**src/rtl/hazard_detect_pkg.sv**
```systemverilog
// ----------------------------------------------------------------------------
// hazard_detect_pkg : shared codes, stage record type and helpers  (rev 1.0)
// ----------------------------------------------------------------------------
`default_nettype none

package hazard_detect_pkg;

  localparam logic [2:0] WB_NONE = 3'b000;
  localparam logic [2:0] WB_ALU  = 3'b001;
  localparam logic [2:0] WB_RS   = 3'b010;
  localparam logic [2:0] WB_RAM  = 3'b011;
  localparam logic [2:0] WB_HI   = 3'b100;
  localparam logic [2:0] WB_LO   = 3'b101;
  localparam logic [2:0] WB_PC8  = 3'b110;

  localparam logic [1:0] NPC_SEQ    = 2'b00;
  localparam logic [1:0] NPC_BRANCH = 2'b01;
  localparam logic [1:0] NPC_JUMP   = 2'b10;
  localparam logic [1:0] NPC_JR     = 2'b11;

  localparam int DIV_CYCLES_DEF = 32;
  localparam int CNT_W_DEF      = 6;

  typedef struct packed {
    logic       v;
    logic       we;
    logic [4:0] wreg;
    logic       load;
  } stage_rec_t;

  function automatic stage_rec_t make_rec(
    input logic       v,
    input logic       we,
    input logic [4:0] wreg,
    input logic [2:0] wsel
  );
    stage_rec_t r;
    r.v    = v;
    r.we   = we;
    r.wreg = wreg;
    r.load = (wsel == WB_RAM);
    return r;
  endfunction

  // $0 is never a real producer, so it can never raise a hazard.
  function automatic logic rec_match(
    input stage_rec_t rec,
    input logic       used,
    input logic [4:0] idx
  );
    return used && (idx != 5'd0) && rec.v && rec.we &&
           (rec.wreg != 5'd0) && (rec.wreg == idx);
  endfunction

endpackage

`default_nettype wire

```
**src/rtl/hazard_detect_hilo_busy_timer.sv**
```systemverilog
// ----------------------------------------------------------------------------
// hilo_busy_timer : divider occupancy counter driving the HI/LO busy flag (rev 1.0)
// ----------------------------------------------------------------------------
`default_nettype none

module hilo_busy_timer
  import hazard_detect_pkg::*;
#(
  parameter int DIV_CYCLES = DIV_CYCLES_DEF,
  parameter int CNT_W      = CNT_W_DEF
) (
  input  logic clk,
  input  logic rst_n,
  input  logic i_load,
  output logic o_busy
);

  localparam logic [CNT_W-1:0] C_LOAD_VAL = CNT_W'(DIV_CYCLES);
  localparam logic [CNT_W-1:0] C_ONE      = CNT_W'(1);

  logic [CNT_W-1:0] r_cnt;

  // Decrement is deliberately not gated by the pipeline hold: the divider keeps running.
  always_ff @(posedge clk or negedge rst_n) begin
    if (!rst_n) begin
      r_cnt <= '0;
    end else if (i_load) begin
      r_cnt <= C_LOAD_VAL;
    end else if (r_cnt != '0) begin
      r_cnt <= r_cnt - C_ONE;
    end
  end

  assign o_busy = (r_cnt != '0);

endmodule

`default_nettype wire

```
**src/rtl/hazard_detect.sv**
```systemverilog
// ----------------------------------------------------------------------------
// hazard_detect : ID-stage bypass hazard flags, load-use and HI/LO stalls (rev 1.0)
// ----------------------------------------------------------------------------
`default_nettype none

module hazard_detect
  import hazard_detect_pkg::*;
#(
  parameter int DIV_CYCLES = DIV_CYCLES_DEF,
  parameter int CNT_W      = CNT_W_DEF
) (
  input  logic       clk,
  input  logic       resetn,
  input  logic       hold,
  input  logic       id_valid,
  input  logic [4:0] id_rs,
  input  logic [4:0] id_rt,
  input  logic       id_rs_used,
  input  logic       id_rt_used,
  input  logic [4:0] id_wreg,
  input  logic       id_rf_we,
  input  logic [2:0] id_rf_wsel,
  input  logic       id_hilo_use,
  input  logic       id_is_div,
  output logic       id_ex_hazard_mem,
  output logic       id_ex_rs_hazard_reg,
  output logic       id_ex_rt_hazard_reg,
  output logic       id_mem_rs_hazard_mem,
  output logic       id_mem_rt_hazard_mem,
  output logic       id_mem_rs_hazard_reg,
  output logic       id_mem_rt_hazard_reg,
  output logic       stall,
  output logic       hilo_busy
);

  stage_rec_t r_ex;
  stage_rec_t r_mem;
  stage_rec_t w_id_rec;

  logic w_rs_ex;
  logic w_rt_ex;
  logic w_rs_mem;
  logic w_rt_mem;
  logic w_div_issue;

  // A stalled ID instruction must not enter EX; it becomes a bubble instead.
  always_comb begin
    w_id_rec = make_rec(id_valid & ~stall, id_rf_we, id_wreg, id_rf_wsel);
  end

  always_ff @(posedge clk or negedge resetn) begin
    if (!resetn) begin
      r_ex  <= '0;
      r_mem <= '0;
    end else if (!hold) begin
      r_mem <= r_ex;
      r_ex  <= w_id_rec;
    end
  end

  // The younger producer in EX shadows any older one in MEM for the same operand.
  always_comb begin
    w_rs_ex  = rec_match(r_ex, id_rs_used, id_rs);
    w_rt_ex  = rec_match(r_ex, id_rt_used, id_rt);
    w_rs_mem = rec_match(r_mem, id_rs_used, id_rs) & ~w_rs_ex;
    w_rt_mem = rec_match(r_mem, id_rt_used, id_rt) & ~w_rt_ex;
  end

  always_comb begin
    id_ex_hazard_mem     = (w_rs_ex | w_rt_ex) & r_ex.load;
    id_ex_rs_hazard_reg  = w_rs_ex & ~r_ex.load;
    id_ex_rt_hazard_reg  = w_rt_ex & ~r_ex.load;
    id_mem_rs_hazard_mem = w_rs_mem & r_mem.load;
    id_mem_rt_hazard_mem = w_rt_mem & r_mem.load;
    id_mem_rs_hazard_reg = w_rs_mem & ~r_mem.load;
    id_mem_rt_hazard_reg = w_rt_mem & ~r_mem.load;
  end

  assign stall       = id_valid & (id_ex_hazard_mem | (hilo_busy & id_hilo_use));
  assign w_div_issue = id_valid & id_is_div & ~stall & ~hold;

  hilo_busy_timer #(
    .DIV_CYCLES (DIV_CYCLES),
    .CNT_W      (CNT_W)
  ) u_hilo_busy_timer (
    .clk    (clk),
    .rst_n  (resetn),
    .i_load (w_div_issue),
    .o_busy (hilo_busy)
  );

endmodule

`default_nettype wire

```
**config.mk**
```make
export PLATFORM = sky130hd
export DESIGN_NAME = hazard_detect
export DESIGN_NICKNAME = d
export VERILOG_FILES = /design/src/rtl/hazard_detect_pkg.sv /design/src/rtl/hazard_detect_hilo_busy_timer.sv /design/src/rtl/hazard_detect.sv
export SDC_FILE = /design/constraint.sdc
export NUM_CORES = 1
export LEC_CHECK = 0
export CAP_MARGIN = 0
export CORE_MARGIN = 10
export CORE_UTILIZATION = 48
export CTS_CLUSTER_DIAMETER = 80
export DETAILED_ROUTE_END_ITERATION = 6
export GPL_TIMING_DRIVEN = 0
export PLACE_DENSITY_LB_ADDON = 0.1
export SLEW_MARGIN = 10
export SYNTH_ARGS = -nofsm -noshare
export SYNTH_HDL_FRONTEND = slang
export SYNTH_HIERARCHICAL = 1
export SYNTH_SLANG_ARGS = --single-unit
```
**constraint.sdc**
```tcl
create_clock -name clk -period 2.55 [get_ports clk]
set_input_delay 0.51 -clock clk [delete_from_list [all_inputs] [get_ports clk]]
set_output_delay 0.51 -clock clk [all_outputs]
set_load 0.01 [all_outputs]
```
==> results of run 1 <==
[sequential cells by signal, indices dropped and copies added, names as in the netlist]
register,count
r_ex,8
r_mem,8
u_hilo_busy_timer/r_cnt,6
[cell usage in the layout, fill, tap and decap left out, types with 4 or more instances in the layout]
master and instances:
sky130_fd_sc_hd__nor2_1 6, sky130_fd_sc_hd__xnor2_1 10, sky130_fd_sc_hd__nand2_1 4, sky130_fd_sc_hd__dfrtp_2 5, sky130_fd_sc_hd__buf_2 5, sky130_fd_sc_hd__xor2_1 11
sky130_fd_sc_hd__buf_4 12, sky130_fd_sc_hd__dlygate4sd2_1 6, sky130_fd_sc_hd__mux2_2 15, sky130_fd_sc_hd__dfrtp_1 17, sky130_fd_sc_hd__clkdlybuf4s50_1 15
[routing by layer]
metal	vias to the layer above	GRT usage, %
met3	6	3.67
li1	548	-
met2	24	24.4
met5	-	0
met4	0	4.64
met1	553	13.6
[what timing repair did]
action,CTS,global route
resized for setup,54,18
endpoints found under the hold margin,0,0
pin swaps,9,7
buffers inserted,12,1
setup endpoints to repair,10,10
[worst paths after layout]
| check | start | end | depth (start not counted) |
|---|---|---|---|
| setup reg to reg | r_ex[3]$_DFFE_PN0N_ | u_hilo_busy_timer/r_cnt[0]$_DFFE_PN0P_ | 10 |
| min in group asynchronous | resetn | u_hilo_busy_timer/r_cnt[1]$_DFFE_PN0P_ | 1 |
| hold reg to reg | r_mem[7]$_DFFE_PN0N_ | r_mem[7]$_DFFE_PN0N_ | 1 |
| setup / recovery | r_ex[3]$_DFFE_PN0N_ | stall | 8 |
| hold / removal | r_mem[7]$_DFFE_PN0N_ | r_mem[7]$_DFFE_PN0N_ | 1 |
| max in group asynchronous | resetn | r_ex[4]$_DFFE_PN0N_ | 1 |
[logic make-up after synthesis]
kind of cell    Yosys count  share of synthesized area, %
fa+ha+maj                 2                          1.85
buf+inv                   7                          1.95
simple gates             42                          20.6
compound gates           14                          8.63
xor+xnor                 21                          13.6
flops                    22                          40.8
mux                      15                          12.5
[area by class of cell]
cell class | instances | area [um2] | share of cell area [%]
flip-flops and latches | 22 | 557 | 29.1
clock buffers | 4 | 36.3 | 1.90
multi-input cells | 94 | 852 | 44.5
well taps | 31 | 38.8 | 2.03
inverters | 5 | 18.8 | 0.981
plain buffers | 2 | 7.51 | 0.392
repair buffers | 47 | 403 | 21.1
[where the power goes]
| group | total (mW) | internal (mW) | leakage [nW] | switching [mW] |
|---|---|---|---|---|
| sequential | 0.529 | 0.429 | 0.261 | 0.0999 |
| combinational | 0.423 | 0.237 | 0.496 | 0.186 |
| clock | 0.190 | 0.0871 | 0.0210 | 0.103 |
==> metrics.txt, run 1 <==
# TYPE chip_impl_metric gauge
chip_impl_metric{name="vias_in_the_first_global_route",unit=""} 1234
chip_impl_metric{name="clkSlewWorstSetupHoldPaths",unit="ps"} 130
chip_impl_metric{name="fillerInstances",unit=""} 226
chip_impl_metric{name="yosys_warnings",unit=""} 6
chip_impl_metric{name="dpl_cell_area",unit="um2"} 1730
chip_impl_metric{name="vdd_drop_max",unit="uV"} 536
chip_impl_info{name="worstSetupPathType",value="reg2out"} 1
chip_impl_metric{name="met3WireLength",unit="um"} 194
chip_impl_metric{name="cp_data_arrival_time",unit="ps"} 2150
chip_impl_info{name="synth_largest_area_cell",value="sky130_fd_sc_hd__dfrtp_1"} 1
chip_impl_metric{name="timing.final.ws_setup",unit="ps"} -108
chip_impl_metric{name="placed_cells_incl_taps",unit=""} 188
chip_impl_metric{name="place_worst_setup_slack",unit="ps"} -769
chip_impl_info{name="path_delay_family",value="simple AND/OR/NAND/NOR gates"} 1
chip_impl_metric{name="area.growth.synth_to_final",unit="%"} 41.8
chip_impl_metric{name="min_period_over_period",unit="%"} 104
chip_impl_metric{name="layout_cells_sized_above_1",unit="%"} 39.7
chip_impl_metric{name="globalplace.congestion",unit=""} 0.803
chip_impl_metric{name="path_max_fanout",unit=""} 2
chip_impl_metric{name="synth.net_count",unit=""} 152
chip_impl_info{name="synthMostInstantiatedCell",value="sky130_fd_sc_hd__dfrtp_1"} 1
chip_impl_info{name="cts_root_buf",value="sky130_fd_sc_hd__clkbuf_4"} 1
chip_impl_metric{name="drcViolationCount",unit=""} 0
chip_impl_info{name="failed_checks",value="setup timing"} 1
chip_impl_metric{name="asyncSetResetFlopFracSynth",unit="%"} 100
chip_impl_metric{name="global_route_wire_length_before_repair",unit="mm"} 5.66
chip_impl_metric{name="timing_max_transition_violations_final",unit=""} 0
chip_impl_info{name="synth_top_flop_cell",value="sky130_fd_sc_hd__dfrtp_1"} 1
chip_impl_metric{name="critPathBufInv",unit=""} 3
chip_impl_metric{name="route.antenna.remaining_nets",unit=""} 0
chip_impl_info{name="top_layer_used",value="met4"} 1
chip_impl_metric{name="worstPathRequired",unit="ps"} 2040
chip_impl_metric{name="finalPower",unit="mW"} 1.14
chip_impl_metric{name="placement_rows",unit=""} 19
chip_impl_metric{name="number_of_register_bits_inferred_by_synthesis",unit=""} 22
chip_impl_metric{name="tns",unit="ps"} -266
chip_impl_info{name="critical-path-slowest-cell",value="sky130_fd_sc_hd__or4_4"} 1
chip_impl_metric{name="detailroute.via_count",unit=""} 1131
chip_impl_info{name="start_kind",value="flop"} 1
chip_impl_metric{name="power.static_leakage",unit="nW"} 0.777
chip_impl_metric{name="htree_num_levels",unit=""} 1
chip_impl_metric{name="post_layout_nonfiller_instances",unit=""} 205
chip_impl_metric{name="drt-initial-drc-count",unit=""} 31
chip_impl_metric{name="timing.clock.skew",unit="ps"} 9.90
chip_impl_metric{name="stdcell_area",unit="um2"} 1910
chip_impl_info{name="cp_cell_sequence",value="or4_4, o211ai_2, nor3b_2, buf_4, o21ai_4, buf_6, a21boi_2, buf_2"} 1
chip_impl_metric{name="synthesis.area_per_instance",unit="um2"} 11.0
chip_impl_metric{name="fin_hold_ws",unit="ps"} 535
chip_impl_info{name="setup_repair_after_global_routing_missed_its_margin",value="true"} 1
chip_impl_info{name="synth.area.top_cells",value="sky130_fd_sc_hd__dfrtp_1 41%, sky130_fd_sc_hd__mux2_2 13%, sky130_fd_sc_hd__xor2_1 7.1%"} 1
chip_impl_info{name="run_status",value="finished with violations"} 1
chip_impl_metric{name="drt-vias-per-instance",unit=""} 5.52
chip_impl_metric{name="i_o_pin_count",unit=""} 36
chip_impl_metric{name="synth_edf_count",unit=""} 0
chip_impl_metric{name="met2_length",unit="mm"} 1.90
chip_impl_metric{name="die_x",unit="um"} 73.0
chip_impl_metric{name="max-clock-path-buffers",unit=""} 2
chip_impl_metric{name="postRouteWirelength",unit="mm"} 3.60
chip_impl_metric{name="insertion_delay",unit="ps"} 300
chip_impl_metric{name="crit_path_max_incr_delay",unit="ps"} 570
chip_impl_info{name="clock_tree_from_tritoncts",value="built"} 1
chip_impl_metric{name="fin_util",unit="%"} 70.6
chip_impl_metric{name="overflow",unit=""} 0
chip_impl_metric{name="max-cap-violations",unit=""} 0
chip_impl_metric{name="synthCells",unit=""} 123
chip_impl_metric{name="track_usage",unit="%"} 13.1
chip_impl_metric{name="netlist_area",unit="um2"} 1350
chip_impl_metric{name="pin_count_of_the_biggest_net_entering_global_routing",unit=""} 23
chip_impl_info{name="worst_setup_path_end_kind",value="primary output"} 1
chip_impl_metric{name="final-setup-viol-count",unit=""} 3
chip_impl_metric{name="die_area",unit="um2"} 5330
chip_impl_metric{name="cts_sinks",unit=""} 22
chip_impl_metric{name="synth_cell_type_count",unit=""} 39
chip_impl_metric{name="wl_met1",unit="mm"} 1.46
chip_impl_info{name="synth_commonest_cells",value="22 x sky130_fd_sc_hd__dfrtp_1, 15 x sky130_fd_sc_hd__mux2_2, 11 x sky130_fd_sc_hd__xor2_1"} 1
chip_impl_metric{name="number_of_antenna_violations_at_the_first_check_in_global_routing",unit=""} 0
chip_impl_metric{name="drt-pass1-iter-count",unit=""} 4
chip_impl_metric{name="final_hold_viol_count",unit=""} 0
chip_impl_info{name="min-delay-path-class",value="reg2reg"} 1
chip_impl_metric{name="layout.nets",unit=""} 204
chip_impl_metric{name="post-synth-top-area-fraction",unit="%"} 40.8
chip_impl_metric{name="period_needed",unit="ps"} 2660
chip_impl_metric{name="wire_per_inst",unit="um"} 17.5
chip_impl_metric{name="core-area",unit="um2"} 2710
chip_impl_metric{name="die_h",unit="um"} 73.0
chip_impl_metric{name="maximum_frequency_from_static_timing_analysis",unit="GHz"} 0.376
chip_impl_metric{name="num_antenna_cells",unit=""} 0
chip_impl_metric{name="synth-seq-area-share",unit="%"} 40.8
chip_impl_metric{name="timing.slew.headroom",unit="%"} 36.9
chip_impl_metric{name="cts_buffers",unit=""} 3
chip_impl_metric{name="numPortBuffers",unit=""} 34
chip_impl_metric{name="r2r_slack",unit="ps"} 50
chip_impl_metric{name="worstMarginPinSlew",unit="ps"} 943
chip_impl_metric{name="floorplan.initialDensity",unit="%"} 49.8
chip_impl_metric{name="post_cts_hold_buffer_count",unit=""} 0
chip_impl_metric{name="post-dp-hpwl",unit="mm"} 2.63
chip_impl_metric{name="power-per-cell-area",unit="nW/um2"} 597
(Power assumes the default switching activity.)
==> run 2, diff against run 1 <==
--- a/config.mk
+++ b/config.mk
@@ -5,13 +5,14 @@
 export SDC_FILE = /design/constraint.sdc
 export NUM_CORES = 1
 export LEC_CHECK = 0
-export CAP_MARGIN = 0
+export CAP_MARGIN = 25
 export CORE_MARGIN = 10
 export CORE_UTILIZATION = 48
 export CTS_CLUSTER_DIAMETER = 80
 export DETAILED_ROUTE_END_ITERATION = 6
 export GPL_TIMING_DRIVEN = 0
 export PLACE_DENSITY_LB_ADDON = 0.1
+export REMOVE_ABC_BUFFERS = 1
 export SLEW_MARGIN = 10
 export SYNTH_ARGS = -nofsm -noshare
 export SYNTH_HDL_FRONTEND = slang
==> metrics.txt, run 2 (synthesized netlist as in run 1, its figures left out) <==
# TYPE chip_impl_metric gauge
chip_impl_metric{name="overflow",unit=""} 0
chip_impl_info{name="failed_checks",value="setup timing"} 1
chip_impl_info{name="start_kind",value="flop"} 1
chip_impl_metric{name="area.growth.synth_to_final",unit="%"} 47.6
chip_impl_metric{name="power.static_leakage",unit="nW"} 0.821
chip_impl_metric{name="post-dp-hpwl",unit="mm"} 2.51
chip_impl_metric{name="track_usage",unit="%"} 12.8
chip_impl_metric{name="final-setup-viol-count",unit=""} 4
chip_impl_metric{name="drcViolationCount",unit=""} 0
chip_impl_metric{name="power-per-cell-area",unit="nW/um2"} 621
chip_impl_info{name="biggestRegsByFlops",value="r_ex x8, r_mem x8, u_hilo_busy_timer/r_cnt x6"} 1
chip_impl_metric{name="max-cap-violations",unit=""} 0
chip_impl_metric{name="crit_path_max_incr_delay",unit="ps"} 550
chip_impl_metric{name="num_antenna_cells",unit=""} 0
chip_impl_metric{name="worstMarginPinSlew",unit="ps"} 794
chip_impl_metric{name="post_cts_hold_buffer_count",unit=""} 0
chip_impl_metric{name="path_max_fanout",unit=""} 3
chip_impl_metric{name="final_hold_viol_count",unit=""} 0
chip_impl_metric{name="i_o_pin_count",unit=""} 36
chip_impl_metric{name="global_route_wire_length_before_repair",unit="mm"} 5.53
chip_impl_metric{name="min_period_over_period",unit="%"} 104
chip_impl_metric{name="postRouteWirelength",unit="mm"} 3.45
chip_impl_info{name="most_frequent_cells_in_the_layout",value="18 x sky130_fd_sc_hd__dfrtp_1, 17 x sky130_fd_sc_hd__buf_4, 16 x sky130_fd_sc_hd__clkdlybuf4s50_1"} 1
chip_impl_metric{name="fillerInstances",unit=""} 203
chip_impl_metric{name="drt-initial-drc-count",unit=""} 46
chip_impl_info{name="setup_repair_after_global_routing_missed_its_margin",value="true"} 1
chip_impl_info{name="cts_root_buf",value="sky130_fd_sc_hd__clkbuf_4"} 1
chip_impl_metric{name="vias_in_the_first_global_route",unit=""} 1220
chip_impl_metric{name="htree_num_levels",unit=""} 1
chip_impl_metric{name="number_of_antenna_violations_at_the_first_check_in_global_routing",unit=""} 0
chip_impl_metric{name="worstPathRequired",unit="ps"} 2040
chip_impl_metric{name="max-clock-path-buffers",unit=""} 2
chip_impl_metric{name="placed_cells_incl_taps",unit=""} 187
chip_impl_metric{name="cts_buffers",unit=""} 3
chip_impl_metric{name="placement_rows",unit=""} 19
chip_impl_metric{name="timing.slew.headroom",unit="%"} 46.9
chip_impl_info{name="clock_tree_from_tritoncts",value="built"} 1
chip_impl_metric{name="route.antenna.remaining_nets",unit=""} 0
chip_impl_metric{name="globalplace.congestion",unit=""} 0.807
chip_impl_metric{name="die_area",unit="um2"} 5330
chip_impl_metric{name="layout.nets",unit=""} 210
chip_impl_metric{name="floorplan.initialDensity",unit="%"} 49.8
chip_impl_metric{name="numPortBuffers",unit=""} 35
chip_impl_metric{name="wire_per_inst",unit="um"} 16.4
chip_impl_info{name="cp_cell_sequence",value="or4_4, o211ai_2, nor3b_2, buf_4, nor4_4, and2_1, buf_2"} 1
chip_impl_metric{name="timing_max_transition_violations_final",unit=""} 0
chip_impl_metric{name="clkSlewWorstSetupHoldPaths",unit="ps"} 130
chip_impl_metric{name="vdd_drop_max",unit="uV"} 545
chip_impl_metric{name="cts_sinks",unit=""} 22
chip_impl_metric{name="timing.final.ws_setup",unit="ps"} -94.4
chip_impl_metric{name="multiInputGateArea",unit="um2"} 838
chip_impl_info{name="path_delay_family",value="simple AND/OR/NAND/NOR gates"} 1
chip_impl_metric{name="period_needed",unit="ps"} 2640
chip_impl_metric{name="detailroute.via_count",unit=""} 1141
chip_impl_info{name="critical-path-slowest-cell",value="sky130_fd_sc_hd__or4_4"} 1
chip_impl_metric{name="critPathBufInv",unit=""} 2
chip_impl_metric{name="drt-vias-per-instance",unit=""} 5.41
chip_impl_metric{name="fin_hold_ws",unit="ps"} 437
chip_impl_metric{name="die_h",unit="um"} 73.0
chip_impl_info{name="mostFrequentLayoutCell",value="sky130_fd_sc_hd__dfrtp_1"} 1
chip_impl_info{name="worstSetupPathType",value="reg2out"} 1
chip_impl_metric{name="maximum_frequency_from_static_timing_analysis",unit="GHz"} 0.378
chip_impl_info{name="min-delay-path-class",value="in2async"} 1
chip_impl_metric{name="area.sequential",unit="um2"} 556
chip_impl_metric{name="layout_cells_sized_above_1",unit="%"} 41.1
chip_impl_info{name="worst_setup_path_end_kind",value="primary output"} 1
chip_impl_metric{name="cp_data_arrival_time",unit="ps"} 2130
chip_impl_metric{name="insertion_delay",unit="ps"} 310
chip_impl_info{name="run_status",value="finished with violations"} 1
chip_impl_metric{name="post_layout_nonfiller_instances",unit=""} 211
chip_impl_metric{name="die_x",unit="um"} 73.0
chip_impl_metric{name="core-area",unit="um2"} 2710
chip_impl_metric{name="pin_count_of_the_biggest_net_entering_global_routing",unit=""} 23
chip_impl_metric{name="drt-pass1-iter-count",unit=""} 4
chip_impl_metric{name="timing.clock.skew",unit="ps"} 5.55
-- run 2: timing repair --
item | 4_1_cts | 5_1_grt
buffers inserted | 16 | 3
pin swaps | 13 | 10
gates resized for setup | 60 | 10
endpoints found under the setup margin | 9 | 9
gates cloned | 0 | 0
-- run 2: cell type report --
type                            count  share of cell area (%)
Clock buffer                        3                    1.13
Inverter                            5                   0.943
Clock inverter                      1                    1.51
Tap cell                           31                    1.95
Timing Repair Buffer               55                    24.5
Sequential cell                    22                    27.9
Multi-Input combinational cell     94                    42.1
-- run 2: worst paths after layout --
| kind | startpoint | endpoint | slack [ps] | depth (start not counted) |
|---|---|---|---|---|
| hold / removal | resetn | r_ex[7]$_DFFE_PN0N_ | 440 | 1 |
| hold reg to reg | r_mem[7]$_DFFE_PN0N_ | r_mem[7]$_DFFE_PN0N_ | 540 | 1 |
| max in group asynchronous | resetn | r_ex[3]$_DFFE_PN0N_ | 1680 | 2 |
| min in group clk | r_mem[7]$_DFFE_PN0N_ | r_mem[7]$_DFFE_PN0N_ | 540 | 1 |
| setup / recovery | r_ex[2]$_DFFE_PN0N_ | id_mem_rs_hazard_reg | -90 | 7 |
| setup reg to reg | r_ex[2]$_DFFE_PN0N_ | u_hilo_busy_timer/r_cnt[0]$_DFFE_PN0P_ | 130 | 10 |
-- run 2: per-stage QoR --
step	power (mW)	worst slack [ps]	instance area (um2)	utilization (%)	setup TNS, ps
after floorplan	0.763	337	1340	-	0
after global placement	0.878	-754	1730	63.9	-5070
after detailed placement	0.899	-780	1730	63.9	-5570
after CTS	1.23	-142	1940	71.4	-278
after global routing	1.31	-177	1990	73.5	-770
final	1.24	-94.4	1990	73.5	-192
-- run 2: metal layers --
metal | up-vias | share of wire [%] | track usage [%]
li1 | 560 | - | -
met1 | 550 | 42 | 14.0
met2 | 29 | 50 | 22.1
met3 | 2 | 7.8 | 5.03
met4 | 0 | 0.49 | 3.80
met5 | - | 0 | 0
-- run 2: power by group --
part           switching, mW  internal, mW
Sequential            0.0944         0.429
Clock                  0.109         0.159
Combinational          0.193         0.252
Total                  0.396         0.840
==> run 3, diff against run 2 <==
--- a/config.mk
+++ b/config.mk
@@ -13,7 +13,6 @@
 export GPL_TIMING_DRIVEN = 0
 export PLACE_DENSITY_LB_ADDON = 0.1
 export REMOVE_ABC_BUFFERS = 1
-export SLEW_MARGIN = 10
 export SYNTH_ARGS = -nofsm -noshare
 export SYNTH_HDL_FRONTEND = slang
 export SYNTH_HIERARCHICAL = 1
==> metrics.txt, run 3 (synthesized netlist as in run 1, its figures left out) <==
# TYPE chip_impl_metric gauge
chip_impl_info{name="run_status",value="finished with violations"} 1
chip_impl_info{name="failed_checks",value="setup timing"} 1
chip_impl_metric{name="drt-vias-per-instance",unit=""} 5.43
chip_impl_metric{name="post_layout_nonfiller_instances",unit=""} 212
chip_impl_info{name="worstSetupPathType",value="reg2out"} 1
chip_impl_metric{name="timing.final.ws_setup",unit="ps"} -93.6
chip_impl_metric{name="post_cts_hold_buffer_count",unit=""} 0
chip_impl_info{name="critical-path-slowest-cell",value="sky130_fd_sc_hd__or4_4"} 1
chip_impl_metric{name="cts_buffers",unit=""} 3
chip_impl_metric{name="insertion_delay",unit="ps"} 310
chip_impl_metric{name="die_x",unit="um"} 73.0
chip_impl_metric{name="drt-initial-drc-count",unit=""} 39
chip_impl_metric{name="timing_max_transition_violations_final",unit=""} 0
chip_impl_metric{name="layout_cells_sized_above_1",unit="%"} 42.5
chip_impl_info{name="clock_tree_from_tritoncts",value="built"} 1
chip_impl_metric{name="global_route_wire_length_before_repair",unit="mm"} 5.53
chip_impl_metric{name="timing.clock.skew",unit="ps"} 7.39
chip_impl_metric{name="min_period_over_period",unit="%"} 104
chip_impl_metric{name="pin_count_of_the_biggest_net_entering_global_routing",unit=""} 23
chip_impl_metric{name="power.static_leakage",unit="nW"} 0.825
chip_impl_metric{name="num_antenna_cells",unit=""} 0
chip_impl_metric{name="globalplace.congestion",unit=""} 0.807
chip_impl_metric{name="drcViolationCount",unit=""} 0
chip_impl_metric{name="net-switching-power",unit="mW"} 0.398
chip_impl_metric{name="tns",unit="ps"} -207
chip_impl_metric{name="area.growth.synth_to_final",unit="%"} 48.1
chip_impl_metric{name="r2r_slack",unit="ps"} 130
chip_impl_metric{name="floorplan.initialDensity",unit="%"} 49.8
chip_impl_metric{name="placement_rows",unit=""} 19
chip_impl_metric{name="final_hold_viol_count",unit=""} 0
chip_impl_metric{name="layout.nets",unit=""} 211
chip_impl_info{name="min-delay-path-class",value="in2async"} 1
chip_impl_metric{name="maximum_frequency_from_static_timing_analysis",unit="GHz"} 0.378
chip_impl_metric{name="cp_data_arrival_time",unit="ps"} 2130
chip_impl_metric{name="share_seq_of_total_power",unit="%"} 42.3
chip_impl_metric{name="fillerInstances",unit=""} 206
chip_impl_metric{name="cts_sinks",unit=""} 22
chip_impl_metric{name="vias_in_the_first_global_route",unit=""} 1220
chip_impl_metric{name="power-per-cell-area",unit="nW/um2"} 620
chip_impl_metric{name="drt-pass1-iter-count",unit=""} 6
chip_impl_metric{name="postRouteWirelength",unit="mm"} 3.50
chip_impl_metric{name="post-dp-hpwl",unit="mm"} 2.51
chip_impl_info{name="biggestRegsByFlops",value="r_ex x8, r_mem x8, u_hilo_busy_timer/r_cnt x6"} 1
chip_impl_metric{name="worstMarginPinSlew",unit="ps"} 800
chip_impl_metric{name="htree_num_levels",unit=""} 1
chip_impl_metric{name="number_of_antenna_violations_at_the_first_check_in_global_routing",unit=""} 0
chip_impl_metric{name="i_o_pin_count",unit=""} 36
chip_impl_metric{name="die_area",unit="um2"} 5330
chip_impl_metric{name="clkSlewWorstSetupHoldPaths",unit="ps"} 130
chip_impl_metric{name="part_of_the_total_power_dissipated_in_the_clock_network",unit="%"} 21.7
chip_impl_info{name="cts_root_buf",value="sky130_fd_sc_hd__clkbuf_4"} 1
chip_impl_metric{name="core-area",unit="um2"} 2710
chip_impl_metric{name="fin_hold_ws",unit="ps"} 357
chip_impl_metric{name="path_max_fanout",unit=""} 3
chip_impl_info{name="cp_cell_sequence",value="or4_4, o211ai_2, nor3b_2, buf_4, nor4_4, and2_1, buf_2"} 1
chip_impl_metric{name="crit_path_max_incr_delay",unit="ps"} 550
chip_impl_metric{name="final-setup-viol-count",unit=""} 4
chip_impl_metric{name="wire_per_inst",unit="um"} 16.5
chip_impl_metric{name="fin_util",unit="%"} 73.7
chip_impl_metric{name="track_usage",unit="%"} 12.8
chip_impl_metric{name="route.antenna.remaining_nets",unit=""} 0
chip_impl_metric{name="detailroute.via_count",unit=""} 1151
chip_impl_metric{name="timing.slew.headroom",unit="%"} 46.5
chip_impl_metric{name="intPower",unit="mW"} 0.840
chip_impl_metric{name="die_h",unit="um"} 73.0
chip_impl_metric{name="vdd_drop_max",unit="uV"} 549
chip_impl_metric{name="worstPathRequired",unit="ps"} 2040
chip_impl_info{name="mostFrequentLayoutCell",value="sky130_fd_sc_hd__buf_4"} 1
chip_impl_metric{name="max-cap-violations",unit=""} 0
chip_impl_info{name="most_frequent_cells_in_the_layout",value="19 x sky130_fd_sc_hd__buf_4, 18 x sky130_fd_sc_hd__dfrtp_1, 16 x sky130_fd_sc_hd__clkdlybuf4s50_1"} 1
chip_impl_metric{name="power.share.combinational",unit="%"} 36.0
chip_impl_metric{name="overflow",unit=""} 0
chip_impl_info{name="worst_setup_path_end_kind",value="primary output"} 1
chip_impl_info{name="start_kind",value="flop"} 1
chip_impl_metric{name="finalPower",unit="mW"} 1.24
chip_impl_metric{name="max-clock-path-buffers",unit=""} 2
chip_impl_metric{name="placed_cells_incl_taps",unit=""} 187
chip_impl_metric{name="share_of_total_power_consumed_by_net_switching",unit="%"} 32.2
chip_impl_info{name="setup_repair_after_global_routing_missed_its_margin",value="true"} 1
chip_impl_metric{name="numPortBuffers",unit=""} 35
chip_impl_metric{name="period_needed",unit="ps"} 2640
==> run 3: changes by cell type in the layout (fill, tap and decap cells not counted) <==
cell	before	now
sky130_fd_sc_hd__buf_2	5	6
sky130_fd_sc_hd__nor2b_4	0	1
sky130_fd_sc_hd__buf_4	17	19
sky130_fd_sc_hd__nor2b_1	3	2
sky130_fd_sc_hd__buf_6	2	1
sky130_fd_sc_hd__clkdlybuf4s15_1	4	3
==> run 3: cell type report <==
type                       instances  area, um2  area share [%]
timing repair buffer              56        485            24.3
clock buffer                       3       22.5            1.13
multi-input combinational         94        846            42.4
tap                               31       38.8            1.94
clock inverter                     1       30.0            1.50
inverter                           5       18.8           0.940
sequential                        22        556            27.8
==> run 3: layer usage <==
layer	routed length (um)	track usage, %
met5	0	0
met3	273	5.03
met4	17	3.80
met2	1730	22.1
met1	1480	14.0
==> run 3: final timing paths <==
kind | start | endpoint | cells after the start
worst max-delay path | r_ex[2]$_DFFE_PN0N_ | id_mem_rs_hazard_reg | 7
worst min-delay path | resetn | r_ex[7]$_DFFE_PN0N_ | 1
worst max register to register | r_ex[2]$_DFFE_PN0N_ | u_hilo_busy_timer/r_cnt[0]$_DFFE_PN0P_ | 10
worst min register to register | r_mem[7]$_DFFE_PN0N_ | r_mem[7]$_DFFE_PN0N_ | 1
max in group asynchronous | resetn | r_ex[3]$_DFFE_PN0N_ | 2
min in group clk | r_mem[7]$_DFFE_PN0N_ | r_mem[7]$_DFFE_PN0N_ | 1
==> run 3: worst max-delay path, delay by kind of cell, from the launching register on <==
kind,cells,cell delay [ps]
simple gates,4,930
flops,1,430
buf+inv,2,270
compound gates,1,190
==> run 3: repair_timing <==
| item | CTS | global route |
|---|---|---|
| resized for setup | 60 | 13 |
| setup endpoints to repair | 9 | 9 |
| buffers inserted | 16 | 4 |
| pin swaps | 13 | 10 |
| cloned | 0 | 0 |
==> run 3: power by group through the flow <==
stage               Combinational, mW  Clock (mW)  Sequential, mW
floorplan                       0.250           0           0.513
global placement                0.346           0           0.532
detailed placement              0.363           0           0.536
CTS                             0.433       0.274           0.518
global route                    0.490       0.286           0.533
finish                          0.445       0.269           0.524
==> run 3: metrics by stage <==
stage / worst slack, ps / area, um2
after detailed placement: -780 / 1730
after CTS: -142 / 1940
after floorplan: 337 / 1340
final: -93.6 / 2000
after global placement: -754 / 1730
after global routing: -166 / 2000
